`config.mk`:
```
export PLATFORM = sky130hd
export DESIGN_NAME = ram_arbiter
export DESIGN_NICKNAME = d
export VERILOG_FILES = /design/src/rtl/ram_arbiter.sv
export SDC_FILE = /design/constraint.sdc
export NUM_CORES = 1
export LEC_CHECK = 0
export ABC_AREA = 1
export BUFFER_PORTS_ARGS = -buffer_cell sky130_fd_sc_hd__clkbuf_2
export CAP_MARGIN = 10
export CELL_PAD_IN_SITES_DETAIL_PLACEMENT = 0
export CELL_PAD_IN_SITES_GLOBAL_PLACEMENT = 1
export CORE_AREA = 4 4 124 126
export CTS_BUF_LIST = sky130_fd_sc_hd__clkbuf_4 sky130_fd_sc_hd__clkbuf_8
export DETAILED_ROUTE_END_ITERATION = 6
export DIE_AREA = 0 0 128 130
export PLACE_DENSITY_LB_ADDON = 0.1
export SLEW_MARGIN = 30
export SYNTH_ARGS = -nofsm -noshare
export SYNTH_HDL_FRONTEND = slang
export SYNTH_SLANG_ARGS = --single-unit
```
`constraint.sdc`:
```
create_clock -name clk -period 2.25 [get_ports clk]
set_clock_uncertainty 0.2 [all_clocks]
set_input_delay 0.45 -clock clk [delete_from_list [all_inputs] [get_ports clk]]
set_output_delay 0.45 -clock clk [all_outputs]
set_load 0.05 [all_outputs]
```
`src/rtl/ram_arbiter.sv`:
```
// ram_arbiter: round-robin arbiter and access sequencer for a single-port SRAM
// macro shared by the wishbone RAM slot (port 0) and a streaming master (port 1).
module ram_arbiter #(
    parameter int unsigned AW = 8,
    parameter int unsigned DW = 32,
    localparam int unsigned MW = DW / 8
) (
    input  logic          clk,
    input  logic          rst,
    input  logic          p0_cyc,
    input  logic          p0_we,
    input  logic [MW-1:0] p0_wmsk,
    input  logic [AW-1:0] p0_addr,
    input  logic [DW-1:0] p0_wdata,
    output logic [DW-1:0] p0_rdata,
    output logic          p0_ack,
    input  logic          p1_cyc,
    input  logic          p1_we,
    input  logic [MW-1:0] p1_wmsk,
    input  logic [AW-1:0] p1_addr,
    input  logic [DW-1:0] p1_wdata,
    output logic [DW-1:0] p1_rdata,
    output logic          p1_ack,
    output logic          ram_csb,
    output logic          ram_web,
    output logic [MW-1:0] ram_wmask,
    output logic [AW-1:0] ram_addr,
    output logic [DW-1:0] ram_din,
    input  logic [DW-1:0] ram_dout
);

    typedef enum logic [1:0] {
        S_IDLE  = 2'd0,
        S_ISSUE = 2'd1,
        S_WAIT  = 2'd2,
        S_ACK   = 2'd3
    } state_e;

    state_e        state_q, state_d;
    logic          gnt_q, gnt_d;
    logic          last_q, last_d;
    logic          csb_q, csb_d;
    logic          web_q, web_d;
    logic [MW-1:0] wmask_q, wmask_d;
    logic [AW-1:0] addr_q, addr_d;
    logic [DW-1:0] din_q, din_d;
    logic [DW-1:0] rdata_q, rdata_d;
    logic          ack0_q, ack0_d;
    logic          ack1_q, ack1_d;

    logic          any_req_c;
    logic          win_c;
    logic          sel_we_c;
    logic [MW-1:0] sel_wmsk_c;
    logic [AW-1:0] sel_addr_c;
    logic [DW-1:0] sel_wdata_c;

    // Pick the winner among current requesters; contention goes to the port that lost last time
    always_comb begin
        win_c = 1'b0;
        case ({p1_cyc, p0_cyc})
            2'b01:   win_c = 1'b0;
            2'b10:   win_c = 1'b1;
            2'b11:   win_c = ~last_q;
            default: win_c = 1'b0;
        endcase
    end

    assign any_req_c   = p0_cyc | p1_cyc;
    assign sel_we_c    = win_c ? p1_we    : p0_we;
    assign sel_wmsk_c  = win_c ? p1_wmsk  : p0_wmsk;
    assign sel_addr_c  = win_c ? p1_addr  : p0_addr;
    assign sel_wdata_c = win_c ? p1_wdata : p0_wdata;

    // State register
    always_ff @(posedge clk or negedge rst) begin
        if (!rst) state_q <= S_IDLE;
        else      state_q <= state_d;
    end

    // Next-state: one fixed four-cycle pass per granted access
    always_comb begin
        state_d = state_q;
        case (state_q)
            S_IDLE:  if (any_req_c) state_d = S_ISSUE;
            S_ISSUE: state_d = S_WAIT;
            S_WAIT:  state_d = S_ACK;
            S_ACK:   state_d = S_IDLE;
            default: state_d = S_IDLE;
        endcase
    end

    // Next values of the grant, SRAM control and response registers
    always_comb begin
        gnt_d   = gnt_q;
        last_d  = last_q;
        csb_d   = 1'b1;
        web_d   = 1'b1;
        wmask_d = wmask_q;
        addr_d  = addr_q;
        din_d   = din_q;
        rdata_d = rdata_q;
        ack0_d  = 1'b0;
        ack1_d  = 1'b0;
        case (state_q)
            S_IDLE: begin
                if (any_req_c) begin
                    gnt_d   = win_c;
                    last_d  = win_c;
                    csb_d   = 1'b0;
                    web_d   = ~sel_we_c;
                    wmask_d = sel_wmsk_c;
                    addr_d  = sel_addr_c;
                    din_d   = sel_wdata_c;
                end
            end
            S_WAIT: begin
                rdata_d = ram_dout;
                ack0_d  = ~gnt_q;
                ack1_d  = gnt_q;
            end
            default: ;
        endcase
    end

    // Registered SRAM controls and response state; reset deselects the macro immediately
    always_ff @(posedge clk or negedge rst) begin
        if (!rst) begin
            gnt_q   <= 1'b0;
            last_q  <= 1'b1;
            csb_q   <= 1'b1;
            web_q   <= 1'b1;
            wmask_q <= '0;
            addr_q  <= '0;
            din_q   <= '0;
            rdata_q <= '0;
            ack0_q  <= 1'b0;
            ack1_q  <= 1'b0;
        end else begin
            gnt_q   <= gnt_d;
            last_q  <= last_d;
            csb_q   <= csb_d;
            web_q   <= web_d;
            wmask_q <= wmask_d;
            addr_q  <= addr_d;
            din_q   <= din_d;
            rdata_q <= rdata_d;
            ack0_q  <= ack0_d;
            ack1_q  <= ack1_d;
        end
    end

    assign ram_csb   = csb_q;
    assign ram_web   = web_q;
    assign ram_wmask = wmask_q;
    assign ram_addr  = addr_q;
    assign ram_din   = din_q;

    // A requester that abandoned its cycle gets no ack; rdata stays zero for OR-combining
    assign p0_ack   = ack0_q & p0_cyc;
    assign p1_ack   = ack1_q & p1_cyc;
    assign p0_rdata = p0_ack ? rdata_q : '0;
    assign p1_rdata = p1_ack ? rdata_q : '0;

endmodule
```
# --- Word level (Yosys, flattened, before mapping) ---
# Cells that the tools add are included.
word_totals:
  reg_bits: 84
  in_bits: 126
  out_inout_bits: 112
  wordCells: 40
classes:
  n_eq_ne: 6
  mux: 15
  bitwise_logic: 6
  n_reduce_logical: 2
op_table:
  columns: ["operator", "count"]
  rows:
  - ["$mux W32", 3]
  - ["$eq A2 B2 Y1 const B", 4]
  - ["$mux W8", 1]
  - ["$pmux W2 S4", 1]
  - ["$mux W1", 7]
  - ["$mux W4", 1]
  - ["$not A1 Y1", 3]
  - ["$and A1 B1 Y1", 2]
  - ["$eq A2 B1 Y1 const B", 1]
  - ["$logic_not A2 Y1", 1]
  - ["$mux W2", 1]
  - ["$ne A2 B2 Y1 const B", 1]
  - ["$pmux W1 S2", 1]
  - ["$reduce_and A2 Y1", 1]
  - ["$or A1 B1 Y1", 1]

# --- Logic depth before layout (Yosys ltp) ---
# Gate-level depths: netlist (run 1).
logic_depth:
  depth_word: 6
  depth_mapped: 9
  mapped_depth_nobuf: 7

# --- Worst setup path before layout (run 1) ---
# Ideal clock, no wire load.
synth_path:
  path_kind: "in2out"
  start: "input p0_cyc"
  end: "output p0_rdata[22]"
  t_arrival_ns: 1.418
  t_required_ns: 1.600
  slack_ns: 0.182
  stages: 3
  n_path_buf: 1
  cell_sequence: "nand2_1 > clkbuf_1 > nor2_1"
synth_between:
  elab_chain_len: 2
synth_rtl:
  columns: ["element", "line", "text"]
  rows:
  - ["from (decl)", "10", "input logic p0_cyc,"]
  - ["$and A1 B1 Y1", "160", "assign p0_ack = ack0_q & p0_cyc;"]
  - ["$mux W32", "162", "assign p0_rdata = p0_ack ? rdata_q : '0;"]
  - ["to (decl)", "15", "output logic [DW-1:0] p0_rdata,"]
# Every way passes these cells.

# --- Worst setup path after layout (run 1) ---
layout_path:
  start: "register ack0_q"
  end: "output p0_rdata[21]"
layout_between:
  elab_chain_len: 2
layout_rtl:
  columns: ["element", "line", "text"]
  rows:
  - ["from (decl)", "48", "logic ack0_q, ack0_d;"]
  - ["from (signal assigned)", "148", "ack0_q <= ack0_d;"]
  - ["$and A1 B1 Y1", "160", null]
  - ["$mux W32", "162", null]
# Every way passes these cells.

==> flow_summary.json, run 1 <==
{
  "relSlewSlack_pct": 63.21,
  "switching_share_pct": 53.30,
  "preCtsSetupSlack_ns": 0.1941,
  "drc": 0,
  "htreeDepth": 3,
  "viasPerCell": 4.368,
  "slew_viol_final": 0,
  "fmax_ghz": 0.4845,
  "wl_per_cell_um": 13.28,
  "tightest_slew_ns": 0.5519,
  "slowest_delay_ns": 0.37,
  "start_kind": "flop",
  "hold_viol_final": 0,
  "rsz0062_at_grt": "no",
  "rows": 44,
  "pwr-share-comb_pct": 56.3,
  "p_sw_mw": 4.463,
  "period_share_pct": 91.73,
  "cp_top_family": "buffers and inverters",
  "dieWidth_um": 128,
  "grt_pass1_vias": 4598,
  "cp_max_fo": 33,
  "syn_to_final_growth_pct": 37.74,
  "die_height_um": 130,
  "path_clk_slew_ns": 0.08,
  "ys_seq_area_share_pct": 48.26,
  "status": "complete, no violations",
  "cts_root_buf": "clkbuf_8",
  "path_cells": "nand2_1, buf_4, nor2_1, clkbuf_2",
  "vias": 4530,
  "cts_tree": "yes",
  "ir_drop_v": 0.0005244,
  "initial_core_util_pct": 30.48,
  "maxCapViolations": 0,
  "synth.largest_area_cell": "dfrtp_1",
  "nFillCells": 1619,
  "synthCells": 621,
  "min_path_type": "in2reg",
  "finalSetupViolCount": 0,
  "internal_power_mw": 3.910,
  "first_pass_iters": 4,
  "layout-drive-gt1-share_pct": 32.12,
  "cts_max_path_buffers": 2,
  "worstPathRequired_ns": 1.60,
  "yosys_warnings": 0,
  "synth.distinct_cells": 15,
  "finalSetupTns_ns": 0,
  "fin_crit_ns": 2.064,
  "ctsResizeCount": 0,
  "antenna_found_initial": 0,
  "powerDensity_nw_per_um2": 1393,
  "synthTopCellsByArea": "dfrtp_1 46%, nand2_1 15%, inv_1 11%",
  "grt_pass1_wl_um": 22280,
  "syn_avg_cell_area_um2": 7.026,
  "coreArea_um2": 14310,
  "seqPwrFrac_pct": 31.1,
  "cts.sinks": 84,
  "path_class": "reg2out",
  "syn_area_um2": 4363,
  "dp_hpwl_um": 10360,
  "grt_remaining_overflow": 0,
  "pwr-share-clk_pct": 12.6,
  "path_buf_inv": 2,
  "total_power_mw": 8.373,
  "drt_iter0_markers": 186,
  "synth_top_area_share_pct": 46.46,
  "place_congestion": 0.8018,
  "dieArea_um2": 16640,
  "grtUsageTotal_pct": 16.63,
  "fin_util_pct": 41.98,
  "synth_fp_nets": 750,
  "port_buffers": 237,
  "ys_ff_latch": 84,
  "fin_nets": 977,
  "cts_made_buffers": 9,
  "slowest_stage": "dfrtp_1",
  "clock_latency_ns": 0.35,
  "cp.arrival_ns": 1.41,
  "drt_wl_total_um": 13770,
  "layout_setup_ws_ns": 0.1862,
  "diodes": 0,
  "cp-end-kind": "output port",
  "antenna_left": 0,
  "p_leak_nw": 3.722,
  "io_pins": 238,
  "grt_max_degree": 65
}
==> synth_stat cells <==
cell,number
buf_6,2
clkbuf_1,12
nor2_4,1
nand3b_1,1
nand3_1,90
inv_2,1
nand2_1,176
inv_1,128
buf_4,2
nor2_1,66
buf_2,20
dfrtp_1,81
dfstp_2,3
ha_1,3
o21ai_0,35
==> power by group through the flow <==
stage	sequential, mW	combinational, mW	clock [mW]
2_1_floorplan	3.99	2.13	0
3_3_place_gp	2.62	4.71	0
3_5_place_dp	2.63	4.78	0
4_1_cts	2.62	4.79	1.11
5_1_grt	2.69	5.18	1.17
6_report	2.61	4.72	1.05
==> cell type report <==
type	instances	area (µm²)	share of cell area, %
Multi-Input combinational cell	372	1595	26.55
Tap cell	184	230.2	3.831
Clock buffer	15	187.7	3.123
Sequential cell	84	2106	35.04
Clock inverter	1	5.005	0.08328
Inverter	129	484.2	8.057
Timing Repair Buffer	252	1401	23.32
==> placed cells by master, fill, tap and decap left out, drive strengths merged <==
| cell | Yosys | routed |
|---|---|---|
| clkbuf | 12 | 247 |
| nand2 | 176 | 176 |
| inv | 129 | 129 |
| nand3 | 90 | 90 |
| dfrtp | 81 | 81 |
| nor2 | 67 | 67 |
| o21ai | 35 | 35 |
| buf | 24 | 19 |
| dfstp | 3 | 3 |
| ha | 3 | 3 |
| nand3b | 1 | 1 |
| clkinv | 0 | 1 |
| dlygate4sd3 | 0 | 1 |
==> per-layer routing <==
metal / vias to the layer above / share of wire (%) / wire [µm] / GRT usage, %
met5: - / 0 / 0 / 0
met4: 0 / 1.2 / 159 / 5.119
met3: 10 / 7.1 / 983 / 3.725
met2: 155 / 50 / 6911 / 28.43
met1: 2080 / 41 / 5713 / 21.06
li1: 2285 / - / - / -
==> metrics by stage <==
| stage | instances | hold WS, ns | instance area (µm²) |
|---|---|---|---|
| floorplan | 621 | -0.04559 | 4363 |
| global placement | 1020 | 0.2385 | 5807 |
| detailed placement | 1020 | 0.2472 | 5807 |
| CTS | 1037 | 0.06963 | 6010 |
| global route | 1037 | 0.07813 | 6010 |
| finish | 1037 | 0.09554 | 6010 |
==> logic make-up after synthesis <==
| family | Yosys count | synth area share, % |
|---|---|---|
| adders and majority gates | 3 | 0.8604 |
| buffers and inverters | 165 | 15.29 |
| DFF | 84 | 48.26 |
| and+or+nand+nor | 334 | 31.57 |
| AOI/OAI and AO/OA | 35 | 4.015 |
==> worst reg2reg max path, stage by stage (launching register included) <==
cell and delay [ns]:
dfrtp_1 0.37, inv_1 0.12, ha_1 0.21, inv_1 0.08
nor2_4 0.38, buf_4 0.42, nand3_1 0.14, nand2_1 0.07
==> what timing repair did <==
action | CTS | global route
hold endpoints to repair | 35 | 0
setup buffers | 0 | 0
endpoints found under the setup margin | 0 | 4
hold buffers | 1 | 0
==> flip-flops by register name (all words and copies together) (netlist names) <==
register   count
ram_din       32
last_q         1
ack1_q         1
ram_csb        1
ack0_q         1
state_q        2
ram_addr       8
ram_web        1
gnt_q          1
rdata_q       32
ram_wmask      4
==> final timing paths <==
| check | startpoint | end | slack, ns | cells past startpoint |
|---|---|---|---|---|
| min in group asynchronous | rst | ram_din[27] | 0.42 | 2 |
| hold reg to reg | gnt_q | ack0_q | 0.25 | 1 |
| setup / recovery | ack0_q | p0_rdata[21] | 0.19 | 4 |
| max in group asynchronous | rst | ram_web | 0.80 | 3 |
| hold / removal | ram_dout[24] | rdata_q[24] | 0.1 | 3 |
| setup reg to reg | state_q[0] | ram_din[22] | 0.21 | 7 |
Power figures use the tool's default switching activity.
==> inputs of run 2 (changes only) <==
==> constraint.sdc (replaced) <==
create_clock -name clk -period 2.25 [get_ports clk]
set_clock_uncertainty 0.2 [all_clocks]
set_input_delay 0.3375 -clock clk [delete_from_list [all_inputs] [get_ports clk]]
set_output_delay 0.3375 -clock clk [all_outputs]
set_load 0.05 [all_outputs]
==> run 2 against run 1 <==
  * First-iteration DRC count rose by 35%
  * Fmax down 1.8%
  * Power increased by 2.8%
  * Flip-flop and latch count unchanged
  * Setup slack got worse by 0.037 ns
  * Via count rose by 3.1%
  * Combinational power grew 1%
  * Register-to-register slack got worse by 0.06 ns
  * Critical endpoint is now ram_web
  * Largest power group unchanged
==> flow_summary.json, run 2 (synthesis gave the netlist of run 1 again) <==
{
  "maxCapViolations": 0,
  "start_kind": "flop",
  "grtUsageTotal_pct": 16.72,
  "dieArea_um2": 16640,
  "drt_iter0_markers": 251,
  "htreeDepth": 3,
  "p_leak_nw": 3.864,
  "postCtsSetupBuffers": 0,
  "rows": 44,
  "initial_core_util_pct": 30.48,
  "grt_max_degree": 48,
  "grt_pass1_vias": 4627,
  "min_path_cells": 5,
  "path_clk_slew_ns": 0.10,
  "use_met1_pct": 20.94,
  "viasPerCell": 4.353,
  "period_share_pct": 93.39,
  "grtUsageMet3_pct": 4.912,
  "fin_crit_ns": 2.101,
  "dieWidth_um": 128,
  "vias": 4671,
  "preCtsSetupSlack_ns": 0.4824,
  "place_congestion": 0.7489,
  "coreArea_um2": 14310,
  "gr-usage-met2_pct": 28.65,
  "status": "complete, no violations",
  "relSlewSlack_pct": 63.67,
  "diodes": 0,
  "cp-end-kind": "flop",
  "io_pins": 238,
  "slew_viol_final": 0,
  "layout_commonest_cell": "clkbuf_2",
  "hold_viol_final": 0,
  "layout-drive-gt1-share_pct": 31.05,
  "timing.rr.end": "ram_web",
  "cp.arrival_ns": 2.19,
  "dp_hpwl_um": 10180,
  "antenna_found_initial": 0,
  "top_usage_layer": "met2",
  "rsz0062_at_grt": "no",
  "hp-start": "p0_wdata[5]",
  "reg2reg_slack_ns": 0.15,
  "ff2ff_path_depth": 7,
  "tightest_slew_ns": 0.5449,
  "ir_drop_v": 0.0005921,
  "drt_wl_total_um": 13740,
  "cts_made_buffers": 9,
  "holdPathEnd": "ram_din[5]",
  "fin_nets": 1013,
  "grt_pass1_wl_um": 22280,
  "grt_remaining_overflow": 0,
  "finalSetupViolCount": 0,
  "cts.sinks": 84,
  "antenna_left": 0,
  "die_height_um": 130,
  "fmax_ghz": 0.4759,
  "powerDensity_nw_per_um2": 1352,
  "first_pass_iters": 4,
  "worstPathRequired_ns": 2.34,
  "cts_tree": "yes",
  "cts_root_buf": "clkbuf_8",
  "clock_latency_ns": 0.37,
  "nFillCells": 1559,
  "drc": 0,
  "cp_max_fo": 18,
  "port_buffers": 237,
  "syn_to_final_growth_pct": 45.86,
  "final_cell_mix": "235 x clkbuf_2, 175 x nand2_1, 128 x inv_1, 90 x nand3_1, 81 x dfrtp_1",
  "path_class": "reg2reg",
  "ctsResizeCount": 0,
  "cts_hold_buf": 35,
  "min_path_type": "in2reg",
  "wl_per_cell_um": 12.81,
  "finalSetupTns_ns": 0,
  "rr_startpoint": "state_q[1]",
  "cts_max_path_buffers": 2,
  "layout_setup_ws_ns": 0.1488
}
run 2: stage by stage:
step	util [%]	cells	cell area [µm²]	hold slack (ns)	power, mW
after global placement	40.45	1022	5789	0.1588	7.374
after floorplan	-	621	4363	-0.1581	6.122
after detailed placement	40.45	1022	5789	0.1628	7.437
after global routing	44.46	1073	6364	0.06053	9.305
after CTS	44.46	1073	6364	0.03264	8.751
final	44.46	1073	6364	0.06063	8.605
run 2: report_power, final:
group / internal [mW] / switching, mW / total (mW)
Combinational: 1.17 / 3.62 / 4.79
Sequential: 2.27 / 0.329 / 2.60
Clock: 0.630 / 0.579 / 1.21
Total: 4.08 / 4.53 / 8.60
run 2: worst max-delay path by stage:
| stage | cells after the start | endpoint | slack (ns) | from |
|---|---|---|---|---|
| 2_1_floorplan | 3 | p0_rdata[22] | 0.41 | p0_cyc |
| 3_3_place_gp | 6 | ram_wmask[1] | 0.50 | p1_cyc |
| 3_5_place_dp | 6 | ram_din[10] | 0.48 | p1_cyc |
| 4_1_cts | 7 | ram_web | 0.15 | state_q[0] |
| 5_1_grt | 7 | ram_web | 0.03 | state_q[0] |
| 6_report | 7 | ram_web | 0.15 | state_q[1] |
run 2: critical path: stages (launching register included):
cell and delay, ns:
dfrtp_1 0.40, inv_1 0.10, ha_1 0.20, inv_1 0.08, nor2_4 0.13, buf_4 0.25
nand3_1 0.10, dlygate4sd3_1 0.57
run 2: layout make-up:
class / count / area [µm²] / area share (%)
Tap cell: 184 / 230.2 / 3.618
Multi-Input combinational cell: 372 / 1595 / 25.07
Clock buffer: 9 / 123.9 / 1.947
Inverter: 129 / 484.2 / 7.609
Timing Repair Buffer: 288 / 1724 / 27.09
Sequential cell: 84 / 2106 / 33.09
Clock inverter: 7 / 100.1 / 1.573
run 2: per-layer routing:
metal  up-vias  wire length [µm]
met5         -                 0
met4         0               108
met3         9              1022
met2       158              6798
met1      2140              5812
li1       2364                 -
